--- src/rtl/niosqs_nios2_qsys_0_oci_dct_capture_if.sv ---
// DCT capture bus: trace-word input, stop controls, and the registered drain/status port.
// OCI_DCT_TIMESTAMP_EN widens rd_data by a 16-bit timestamp field.
interface niosqs_nios2_qsys_0_oci_dct_capture_if #(
    parameter int DATA_W = 30,
    parameter int CNT_W  = 4,
    parameter int DEPTH  = 16
);
    localparam int AW = $clog2(DEPTH);
`ifdef OCI_DCT_TIMESTAMP_EN
    localparam int TS_W = 16;
`else
    localparam int TS_W = 0;
`endif
    localparam int RD_W = TS_W + CNT_W + DATA_W;

    logic [DATA_W-1:0] dct_buffer;
    logic [CNT_W-1:0]  dct_count;
    logic              dct_valid;
    logic              test_ending;
    logic              test_has_ended;
    logic              rd_req;
    logic [RD_W-1:0]   rd_data;
    logic              rd_valid;
    logic [AW:0]       level;
    logic              empty;
    logic              overflow;
    logic              frozen;
    logic              done;

    modport master (
        output dct_buffer, dct_count, dct_valid, test_ending, test_has_ended, rd_req,
        input  rd_data, rd_valid, level, empty, overflow, frozen, done
    );

    modport slave (
        input  dct_buffer, dct_count, dct_valid, test_ending, test_has_ended, rd_req,
        output rd_data, rd_valid, level, empty, overflow, frozen, done
    );
endinterface

--- src/rtl/niosqs_nios2_qsys_0_oci_dct_capture.sv ---
// DCT trace recorder: DEPTH-entry circular buffer with overwrite-on-full, freeze on test end,
// registered drain port. Define OCI_DCT_TIMESTAMP_EN to tag each entry with a 16-bit cycle stamp.
module niosqs_nios2_qsys_0_oci_dct_capture #(
    parameter int DATA_W = 30,
    parameter int CNT_W  = 4,
    parameter int DEPTH  = 16,
    parameter int AW     = $clog2(DEPTH)
) (
    input  logic clk,
    input  logic reset_n,
    niosqs_nios2_qsys_0_oci_dct_capture_if.slave bus
);
`ifdef OCI_DCT_TIMESTAMP_EN
    localparam int TS_W = 16;
`else
    localparam int TS_W = 0;
`endif
    localparam int ENT_W = TS_W + CNT_W + DATA_W;

    typedef enum logic [1:0] {CAPTURE, DRAIN, DONE} state_t;

    state_t            state;
    logic [ENT_W-1:0]  mem [DEPTH];
    logic [AW-1:0]     wr_ptr;
    logic [AW-1:0]     rd_ptr;
    logic [AW:0]       level_p0;
    logic [ENT_W-1:0]  rd_data_p1;
    logic              vld_p1;
    logic              overflow_r;
    logic              frozen_r;
    logic              done_r;

    logic              stop_req;
    logic              full;
    logic              wr_en;
    logic              pop;
    logic              drop;
    logic [ENT_W-1:0]  entry;

`ifdef OCI_DCT_TIMESTAMP_EN
    logic [15:0] ts_cnt;

    always_ff @(posedge clk or negedge reset_n) begin
        if (!reset_n) ts_cnt <= '0;
        else          ts_cnt <= ts_cnt + 16'd1;
    end

    assign entry = {ts_cnt, bus.dct_count, bus.dct_buffer};
`else
    assign entry = {bus.dct_count, bus.dct_buffer};
`endif

    // A stop request discards any write presented on the same cycle.
    always_comb begin
        stop_req = bus.test_ending | bus.test_has_ended;
        full     = (level_p0 == (AW+1)'(DEPTH));
        wr_en    = (state == CAPTURE) && !stop_req && bus.dct_valid && (bus.dct_count != '0);
        pop      = bus.rd_req && (level_p0 != '0) && (state != DONE);
        drop     = wr_en && full && !pop;
    end

    always_ff @(posedge clk) begin
        if (wr_en) mem[wr_ptr] <= entry;
    end

    // p0: buffer bookkeeping; p1: registered read port
    always_ff @(posedge clk or negedge reset_n) begin
        if (!reset_n) begin
            wr_ptr     <= '0;
            rd_ptr     <= '0;
            level_p0   <= '0;
            rd_data_p1 <= '0;
            vld_p1     <= 1'b0;
            overflow_r <= 1'b0;
            frozen_r   <= 1'b0;
            done_r     <= 1'b0;
            state      <= CAPTURE;
        end else begin
            if (wr_en) wr_ptr <= wr_ptr + 1'b1;
            // On overwrite the read pointer is dragged along so the oldest entry is lost.
            if (pop || drop) rd_ptr <= rd_ptr + 1'b1;

            if (wr_en && !pop && !full)
                level_p0 <= level_p0 + 1'b1;
            else if (pop && !wr_en)
                level_p0 <= level_p0 - 1'b1;

            vld_p1 <= pop;
            if (pop) rd_data_p1 <= mem[rd_ptr];

            if (drop) overflow_r <= 1'b1;

            case (state)
                CAPTURE: if (stop_req) begin
                    state    <= DRAIN;
                    frozen_r <= 1'b1;
                end
                DRAIN: if (bus.test_has_ended && (level_p0 == '0)) begin
                    state  <= DONE;
                    done_r <= 1'b1;
                end
                DONE:    state <= DONE;
                default: state <= CAPTURE;
            endcase
        end
    end

    assign bus.rd_data  = rd_data_p1;
    assign bus.rd_valid = vld_p1;
    assign bus.level    = level_p0;
    assign bus.empty    = (level_p0 == '0);
    assign bus.overflow = overflow_r;
    assign bus.frozen   = frozen_r;
    assign bus.done     = done_r;
endmodule

--- src/flat_wrapper.sv ---
// flat-port wrapper written by rule: the top's interface ports become plain ports
module niosqs_nios2_qsys_0_oci_dct_capture_flat 
#(
    parameter int DATA_W = 30,
    parameter int CNT_W  = 4,
    parameter int DEPTH  = 16,
    parameter int AW     = $clog2(DEPTH)
)
  (clk, reset_n, bus_dct_buffer, bus_dct_count, bus_dct_valid, bus_test_ending, bus_test_has_ended, bus_rd_req, bus_rd_data, bus_rd_valid, bus_level, bus_empty, bus_overflow, bus_frozen, bus_done);
  niosqs_nios2_qsys_0_oci_dct_capture_if #(.DATA_W(DATA_W), .CNT_W(CNT_W), .DEPTH(DEPTH)) bus_i ();
  input  logic clk;
  input  logic reset_n;
  input wire logic [$bits(bus_i.dct_buffer)-1:0] bus_dct_buffer;
  input wire logic [$bits(bus_i.dct_count)-1:0] bus_dct_count;
  input wire logic [$bits(bus_i.dct_valid)-1:0] bus_dct_valid;
  input wire logic [$bits(bus_i.test_ending)-1:0] bus_test_ending;
  input wire logic [$bits(bus_i.test_has_ended)-1:0] bus_test_has_ended;
  input wire logic [$bits(bus_i.rd_req)-1:0] bus_rd_req;
  output wire logic [$bits(bus_i.rd_data)-1:0] bus_rd_data;
  output wire logic [$bits(bus_i.rd_valid)-1:0] bus_rd_valid;
  output wire logic [$bits(bus_i.level)-1:0] bus_level;
  output wire logic [$bits(bus_i.empty)-1:0] bus_empty;
  output wire logic [$bits(bus_i.overflow)-1:0] bus_overflow;
  output wire logic [$bits(bus_i.frozen)-1:0] bus_frozen;
  output wire logic [$bits(bus_i.done)-1:0] bus_done;
  assign bus_i.dct_buffer = bus_dct_buffer;
  assign bus_i.dct_count = bus_dct_count;
  assign bus_i.dct_valid = bus_dct_valid;
  assign bus_i.test_ending = bus_test_ending;
  assign bus_i.test_has_ended = bus_test_has_ended;
  assign bus_i.rd_req = bus_rd_req;
  assign bus_rd_data = bus_i.rd_data;
  assign bus_rd_valid = bus_i.rd_valid;
  assign bus_level = bus_i.level;
  assign bus_empty = bus_i.empty;
  assign bus_overflow = bus_i.overflow;
  assign bus_frozen = bus_i.frozen;
  assign bus_done = bus_i.done;
  niosqs_nios2_qsys_0_oci_dct_capture #(.DATA_W(DATA_W), .CNT_W(CNT_W), .DEPTH(DEPTH), .AW(AW)) u_core (.clk(clk), .reset_n(reset_n), .bus(bus_i));
endmodule
--- config.mk ---
export PLATFORM = sky130hd
export DESIGN_NAME = niosqs_nios2_qsys_0_oci_dct_capture_flat
export DESIGN_NICKNAME = d
export VERILOG_FILES = /design/src/rtl/niosqs_nios2_qsys_0_oci_dct_capture_if.sv /design/src/rtl/niosqs_nios2_qsys_0_oci_dct_capture.sv /design/src/flat_wrapper.sv
export SDC_FILE = /design/constraint.sdc
export NUM_CORES = 1
export LEC_CHECK = 0
export ABC_AREA = 1
export CORE_MARGIN = 2
export CORE_UTILIZATION = 61
export DETAILED_ROUTE_END_ITERATION = 10
export PLACE_DENSITY = 0.8
export SYNTH_ARGS = -nofsm -noshare
export SYNTH_HDL_FRONTEND = slang
export SYNTH_SLANG_ARGS = --single-unit
--- constraint.sdc ---
create_clock -name clk -period 3.91 [get_ports clk]
set_clock_uncertainty 0.15 [all_clocks]
set_input_delay 0.5865 -clock clk [delete_from_list [all_inputs] [get_ports clk]]
set_output_delay 0.5865 -clock clk [all_outputs]
set_load 0.02 [all_outputs]
* Word-level counts from Yosys, hierarchy flattened *
Memory sizes are Yosys's and may differ from the RTL's. A register that Yosys moved wholly into a read port is not among the register bits.
Index checks and enable logic that the tools add are counted.

operators by class
  $add $sub $neg = 4
  equality and inequality tests = 6
  muxes and demuxes = 7
  bitwise logic cells = 1
  reduce and logical (&&, ||, !) cells = 25

operators by type and width
  cell                                                   number
  logical AND 1 bit                                      11
  two-way mux 5 bit                                      2
  adder 4 x 1 -> 4 bit, second input constant            2
  case mux 2 bit (3 select lines)                        1
  AND reduction 2 bit                                    3
  adder 5 x 1 -> 5 bit, second input constant            1
  == test 5 bit, second input constant                   1
  logical NOT 1 bit                                      5
  logical NOT 5 bit                                      1
  nonzero test 5 bit                                     1
  subtractor 5 x 1 -> 5 bit, second input constant       1
  two-way mux 2 bit                                      2
  inequality test 2 x 1 -> 1 bit, second input constant  2
  nonzero test 4 bit                                     1
  == test 2 x 1 -> 1 bit, second input constant          1
  == test 2 bit, second input constant                   1
  logical NOT 2 bit                                      1
  two-way mux 1 bit                                      2
  inequality test 2 bit, second input constant           1
  nonzero test 2 bit                                     1
  logical OR 1 bit                                       1
  OR 1 bit                                               1

word-level totals
  register bits after elaboration = 19
  RAM bits = 544
  input bits = 40
  output and inout port bits = 44
  memories = 1

memory list
  memory      words  width  rd ports  clocked after Yosys merged registers in  write ports  RTL line                                   RTL
  u_core.mem  16     34     1         1                                        1            niosqs_nios2_qsys_0_oci_dct_capture.sv:23  logic [ENT_W-1:0] mem [DEPTH];

* Logic depth before layout (Yosys ltp) *
  depth after elaboration = 9
  mapped depth = 15

* Worst setup path after synthesis *
Ideal clock, no wire load.

  path type = input to register
  start = input port bus_test_has_ended
  end = memory u_core.mem[11][0] in the netlist's numbering (enable)
  data arrival time = 2.658 ns
  required time = 3.335 ns
  slack = 0.677 ns
  stages = 7
  path buffers = 0
  path through = nor2_2 > nand3_1 > inv_1 > nand2_1 > nor2_1 > inv_1 > nor2_1

on the way
  cells in the longest elaborated chain, start to end = 7

ends and longest elaborated chain
  item                                     RTL line                                   RTL
  start, declared                          flat_wrapper.sv:17                         input wire logic [$bits(bus_i.test_has_ended)-1:0] bus_test_has_ended;
  OR 1 bit                                 niosqs_nios2_qsys_0_oci_dct_capture.sv:55  stop_req = bus.test_ending | bus.test_has_ended;
  logical NOT 1 bit                        niosqs_nios2_qsys_0_oci_dct_capture.sv:57  wr_en = (state == CAPTURE) && !stop_req && bus.dct_valid && (bus.dct_count != '0);
  logical AND 1 bit (3 in a row)           niosqs_nios2_qsys_0_oci_dct_capture.sv:57
  two-way mux 1 bit                        niosqs_nios2_qsys_0_oci_dct_capture.sv:63  if (wr_en) mem[wr_ptr] <= entry;
  two-way mux 1 bit (not written as such)  niosqs_nios2_qsys_0_oci_dct_capture.sv:63
  end, declared                            niosqs_nios2_qsys_0_oci_dct_capture.sv:23

Every way passes these cells.

* Worst setup path after layout *
  start = register u_core.level_p0[0], in the netlist u_core.bus.level[0]
  end = output port bus_empty

on the way
  cells in the longest elaborated chain, start to end = 1

ends and longest elaborated chain
  item                    RTL line                                    RTL
  start, declared         niosqs_nios2_qsys_0_oci_dct_capture.sv:26   logic [AW:0] level_p0;
  start signal, assigned  niosqs_nios2_qsys_0_oci_dct_capture.sv:84   level_p0 <= level_p0 + 1'b1;
  start signal, assigned  niosqs_nios2_qsys_0_oci_dct_capture.sv:86   level_p0 <= level_p0 - 1'b1;
  logical NOT 5 bit       niosqs_nios2_qsys_0_oci_dct_capture.sv:111  assign bus.empty = (level_p0 == '0);
  end, declared           flat_wrapper.sv:22                          output wire logic [$bits(bus_i.empty)-1:0] bus_empty;

Every way passes these cells.

==> results <==
- The flow ran to the end, and the final reports show no timing, DRC or antenna violations.
- The DRC violation total after the first TritonRoute iteration is 1,694.
- 84 I/O pins were placed.
- The path category of the worst min-delay check is in -> async.
- The biggest area consumer among synthesized cells is sky130_fd_sc_hd__edfxtp_1.
- For this run, the leading register cell type out of synthesis is sky130_fd_sc_hd__edfxtp_1.
- The minimum setup slack in the final design is 1.03 ns.
- The buffer depth of the longest clock path is 3.
- Max-cap violations in this run came to 0.
- The average instance in the mapped netlist occupies 12.6 sq um.
- The number of hold buffers added after CTS was 1.
- Summing every instance area after synthesis gives 23,800 sq um.
- Setup violations remaining at the end of the flow were counted as 0.
- Of the total power, registers draw 39.9%.
- The initial standard-cell utilization of the core is 61.6%.
- The number of routed nets with antenna violations is 0.
- Of all flip-flops after synthesis, the portion carrying an async set or reset was 8.88%.
- The root cell of the clock tree is sky130_fd_sc_hd__clkbuf_16.
- The number of global-route vias before repair was 15,600.
- The largest stage delay on the critical path is 0.63 ns.
- Buffers inserted during clock tree synthesis total 56.
- STA classifies the critical path endpoint as a primary output.
- The switching share of power is 35.0%.
- The setup slack on the worst flop-to-flop path is 1.27 ns.
- The maximum clock frequency is 347 MHz.
- The CTS tree is done.
- The max-slew violation count is 0.
- The floorplan has 72 rows.
- The signal on the critical path passes through nor2_1 -> nand3_1 -> inv_1 -> clkdlybuf4s50_1.
- The worst voltage drop across the vdd grid is 0.475 mV.
- The post-route minimum period is 2.88 ns.
- The pin count of the biggest net entering global routing is 147.
- In the final layout, the share of cells above drive strength 1 is 8.46%.
- In the final timing run, aggregate negative setup slack is 0 ns.
- The ratio of total power to cell area is 699 nW/um^2.
- STA classifies the critical path startpoint as a flop.
- The count of unresolved DRC violations after routing is 0.
- The width of the die is 201 um.
- The quantity of gates resized following cts is 0.
- The Yosys warning count is 0.
- Summing the sequential cell areas from Yosys gives 74.3% of the chip area.
- The first-pass GRT wire length is 87,100 um.
- The largest fanout of any net on the critical path is 5.
- The count of buffers added on input and output ports is 83.
- The via count is 15,300.
- The area of the die is 40,500 sq um.
- The number of nets in the final layout is 2,027.
- Yosys attributes the largest share of cell area to sky130_fd_sc_hd__edfxtp_1 69%, sky130_fd_sc_hd__nand2_1 10%, sky130_fd_sc_hd__dfrtp_1 5.6%, sky130_fd_sc_hd__nand3_1 5.2%, sky130_fd_sc_hd__o211ai_1 2.1%.
- The top cell family by delay on the critical path is buffers and inverters.
- In this run the tightest slew margin relative to its limit is 29.1%.
- The overall routed net length is 56,500 um.
- The commonest cells after synthesis are 643 x sky130_fd_sc_hd__nand2_1, 544 x sky130_fd_sc_hd__edfxtp_1, 246 x sky130_fd_sc_hd__nand3_1.
- The antenna diode count is 0.
- The critical path data required time is 3.17 ns.
- The core outline area is 38,600 sq um.
- The number of clock sinks is 597.
- Once detailed placement completed, the half-perimeter wirelength came to 29,200 um.
- The total overflow left after global routing is 0.
- The ratio of final minimum period to clock period is 73.7%.
- Setup repair after global routing left no endpoint under its margin.
- In the post-synthesis netlist, the cell with the most instances is sky130_fd_sc_hd__nand2_1.
- Per report_power, the clock group accounts for 29.0% of the total.
- The die height is 201 um.
- The number of different library cells used by synthesis comes to 27.
- The count of mapped cells out of synthesis is 1,893.
- The standard cell with the maximum stage delay on the critical path is sky130_fd_sc_hd__clkdlybuf4s50_1.
- The transition time at the pin with the least slew margin is 1.06 ns.
- The initial antenna violation count is 0.
- The insertion delay of the later-clocked pin in the worst-skew pair is 0.61 ns.
- The share of the core filled with cells is 70.7%.
- The wire length per cell after detailed routing is 22.3 um.
- The critical path data arrival time is 2.15 ns.
- The switching power of the nets is 6.66 mW.
- The congestion estimate from routability-driven global placement came to 0.803.
- The area growth from synthesis to layout is 14.8%.
- Counting flops with a built-in enable in the synthesized netlist gives 544.
- Per report_power, the combinational group accounts for 31.0% of the total.
- In this run, synthesis produced a sequential element count of 597.
- The total buffers and inverters traversed by the critical path is 2.
- The pre-antenna-repair detailed-routing pass consisted of 5 iterations.
- The hold violation total from the final report is 0.
- The classification of the worst setup path is reg -> out.
- The H-tree was split into 2 levels.
- Across every metal layer, demand over resource in global routing totals 28.2%.
- Timing analysis after detailed placement gives a worst setup slack of 0.673 ns.
- The fraction of synthesized cell area taken by the top area cell type is 68.8%.
- The post-synthesis net count is 1,946.
- The cell-internal power is 12.4 mW.
- In the routed layout, each cell is associated on average with a via count of 6.03.
- After clock tree synthesis, the clock-pin slew on the worst setup and hold paths is 0.06 ns.
- The static leakage is 9.91 nW.
- The post-CTS setup buffer count is 0.
-- power groups by stage --
stage,clock network [mW],registers [mW],logic [mW]
2_1_floorplan,0,7.83,3.70
3_3_place_gp,0,7.72,5.60
3_5_place_dp,0,7.73,5.80
4_1_cts,5.58,7.61,5.89
5_1_grt,5.82,7.65,6.47
6_report,5.53,7.61,5.91
-- per-stage QoR --
| stage | instance area, sq um | power, mW | hold slack, ns | instances |
|---|---|---|---|---|
| 3_3_place_gp | 25400 | 13.3 | 0.304 | 2433 |
| 4_1_cts | 27300 | 19.1 | 0.291 | 2540 |
| 3_5_place_dp | 25400 | 13.5 | 0.312 | 2433 |
| 6_report | 27300 | 19.0 | 0.300 | 2540 |
| 2_1_floorplan | 23800 | 11.5 | 0.141 | 1893 |
| 5_1_grt | 27300 | 19.9 | 0.335 | 2540 |
-- worst reg2reg max path, cell delays in order (launching register included) --
cell and delay (ns):
sky130_fd_sc_hd__dfrtp_1 0.39, sky130_fd_sc_hd__inv_1 0.13, sky130_fd_sc_hd__ha_1 0.21, sky130_fd_sc_hd__nand3_1 0.15
sky130_fd_sc_hd__nor2_4 0.28, sky130_fd_sc_hd__nand2_1 0.29, sky130_fd_sc_hd__nor2_4 0.16, sky130_fd_sc_hd__buf_4 0.48
-- cell usage in the layout (no fill, tap or decap), types with 18 or more instances in the layout --
cell type	instances
sky130_fd_sc_hd__a21boi_0	39
sky130_fd_sc_hd__dfrtp_1	50
sky130_fd_sc_hd__edfxtp_1	544
sky130_fd_sc_hd__clkdlybuf4s50_1	82
sky130_fd_sc_hd__buf_4	36
sky130_fd_sc_hd__clkbuf_16	57
sky130_fd_sc_hd__nand3_1	246
sky130_fd_sc_hd__inv_1	22
sky130_fd_sc_hd__a21oi_1	73
sky130_fd_sc_hd__a21boi_1	29
sky130_fd_sc_hd__nand2_1	642
sky130_fd_sc_hd__nor2_4	18
sky130_fd_sc_hd__o211ai_1	68
-- kinds of logic (layout without fill, tap and decap cells) --
logic type | Yosys count | in the layout | share of synthesized area (%)
adder cells (fa/ha/maj) | 13 | 13 | 0.716
buffers and inverters | 136 | 265 | 2.58
AND/OR/NAND/NOR | 923 | 923 | 16.0
XOR/XNOR | 9 | 9 | 0.332
AO/OA/AOI/OAI | 215 | 215 | 6.00
flip-flops | 597 | 597 | 74.3
-- flip-flops by register name, summed over array words and instances, names as in the netlist --
name,flops
u_core.bus.rd_data,34
u_core.rd_ptr,4
u_core.bus.frozen,1
u_core.bus.overflow,1
u_core.bus.level,5
u_core.wr_ptr,4
u_core.bus.rd_valid,1
u_core.bus.done,1
u_core.mem,544
u_core.state,2
-- worst paths after layout --
path	start	endpoint	cells after the start
setup reg to reg	u_core.state[0]$_DFFE_PN0P_	u_core.mem[4][25]$_DFFE_PP_	7
setup / recovery	u_core.bus.level[0]$_DFFE_PN0P_	bus_empty	4
max in group asynchronous	reset_n	u_core.rd_ptr[0]$_DFFE_PN0P_	3
hold / removal	reset_n	u_core.bus.rd_data[22]$_DFFE_PN0P_	2
hold reg to reg	u_core.bus.frozen$_DFFE_PN0P_	u_core.bus.frozen$_DFFE_PN0P_	1
min in group clk	u_core.bus.frozen$_DFFE_PN0P_	u_core.bus.frozen$_DFFE_PN0P_	1
-- metal layers --
metal,part of all wire (%),vias up,track usage (%)
li1,-,6875,-
met1,38,7516,37.3
met3,7.5,139,3.17
met4,3.5,0,12.4
met2,51,786,47.7
met5,0,-,0
-- cell type report --
| type | instances | area, sq um |
|---|---|---|
| Sequential cell | 597 | 17700 |
| Tap cell | 518 | 648 |
| Clock inverter | 26 | 268 |
| Fill cell | 2479 | 11300 |
| Inverter | 27 | 106 |
| Clock buffer | 80 | 1620 |
| Multi-Input combinational cell | 1160 | 5610 |
| Timing Repair Buffer | 132 | 1350 |
Note: power is estimated with default switching activity, not from simulation.
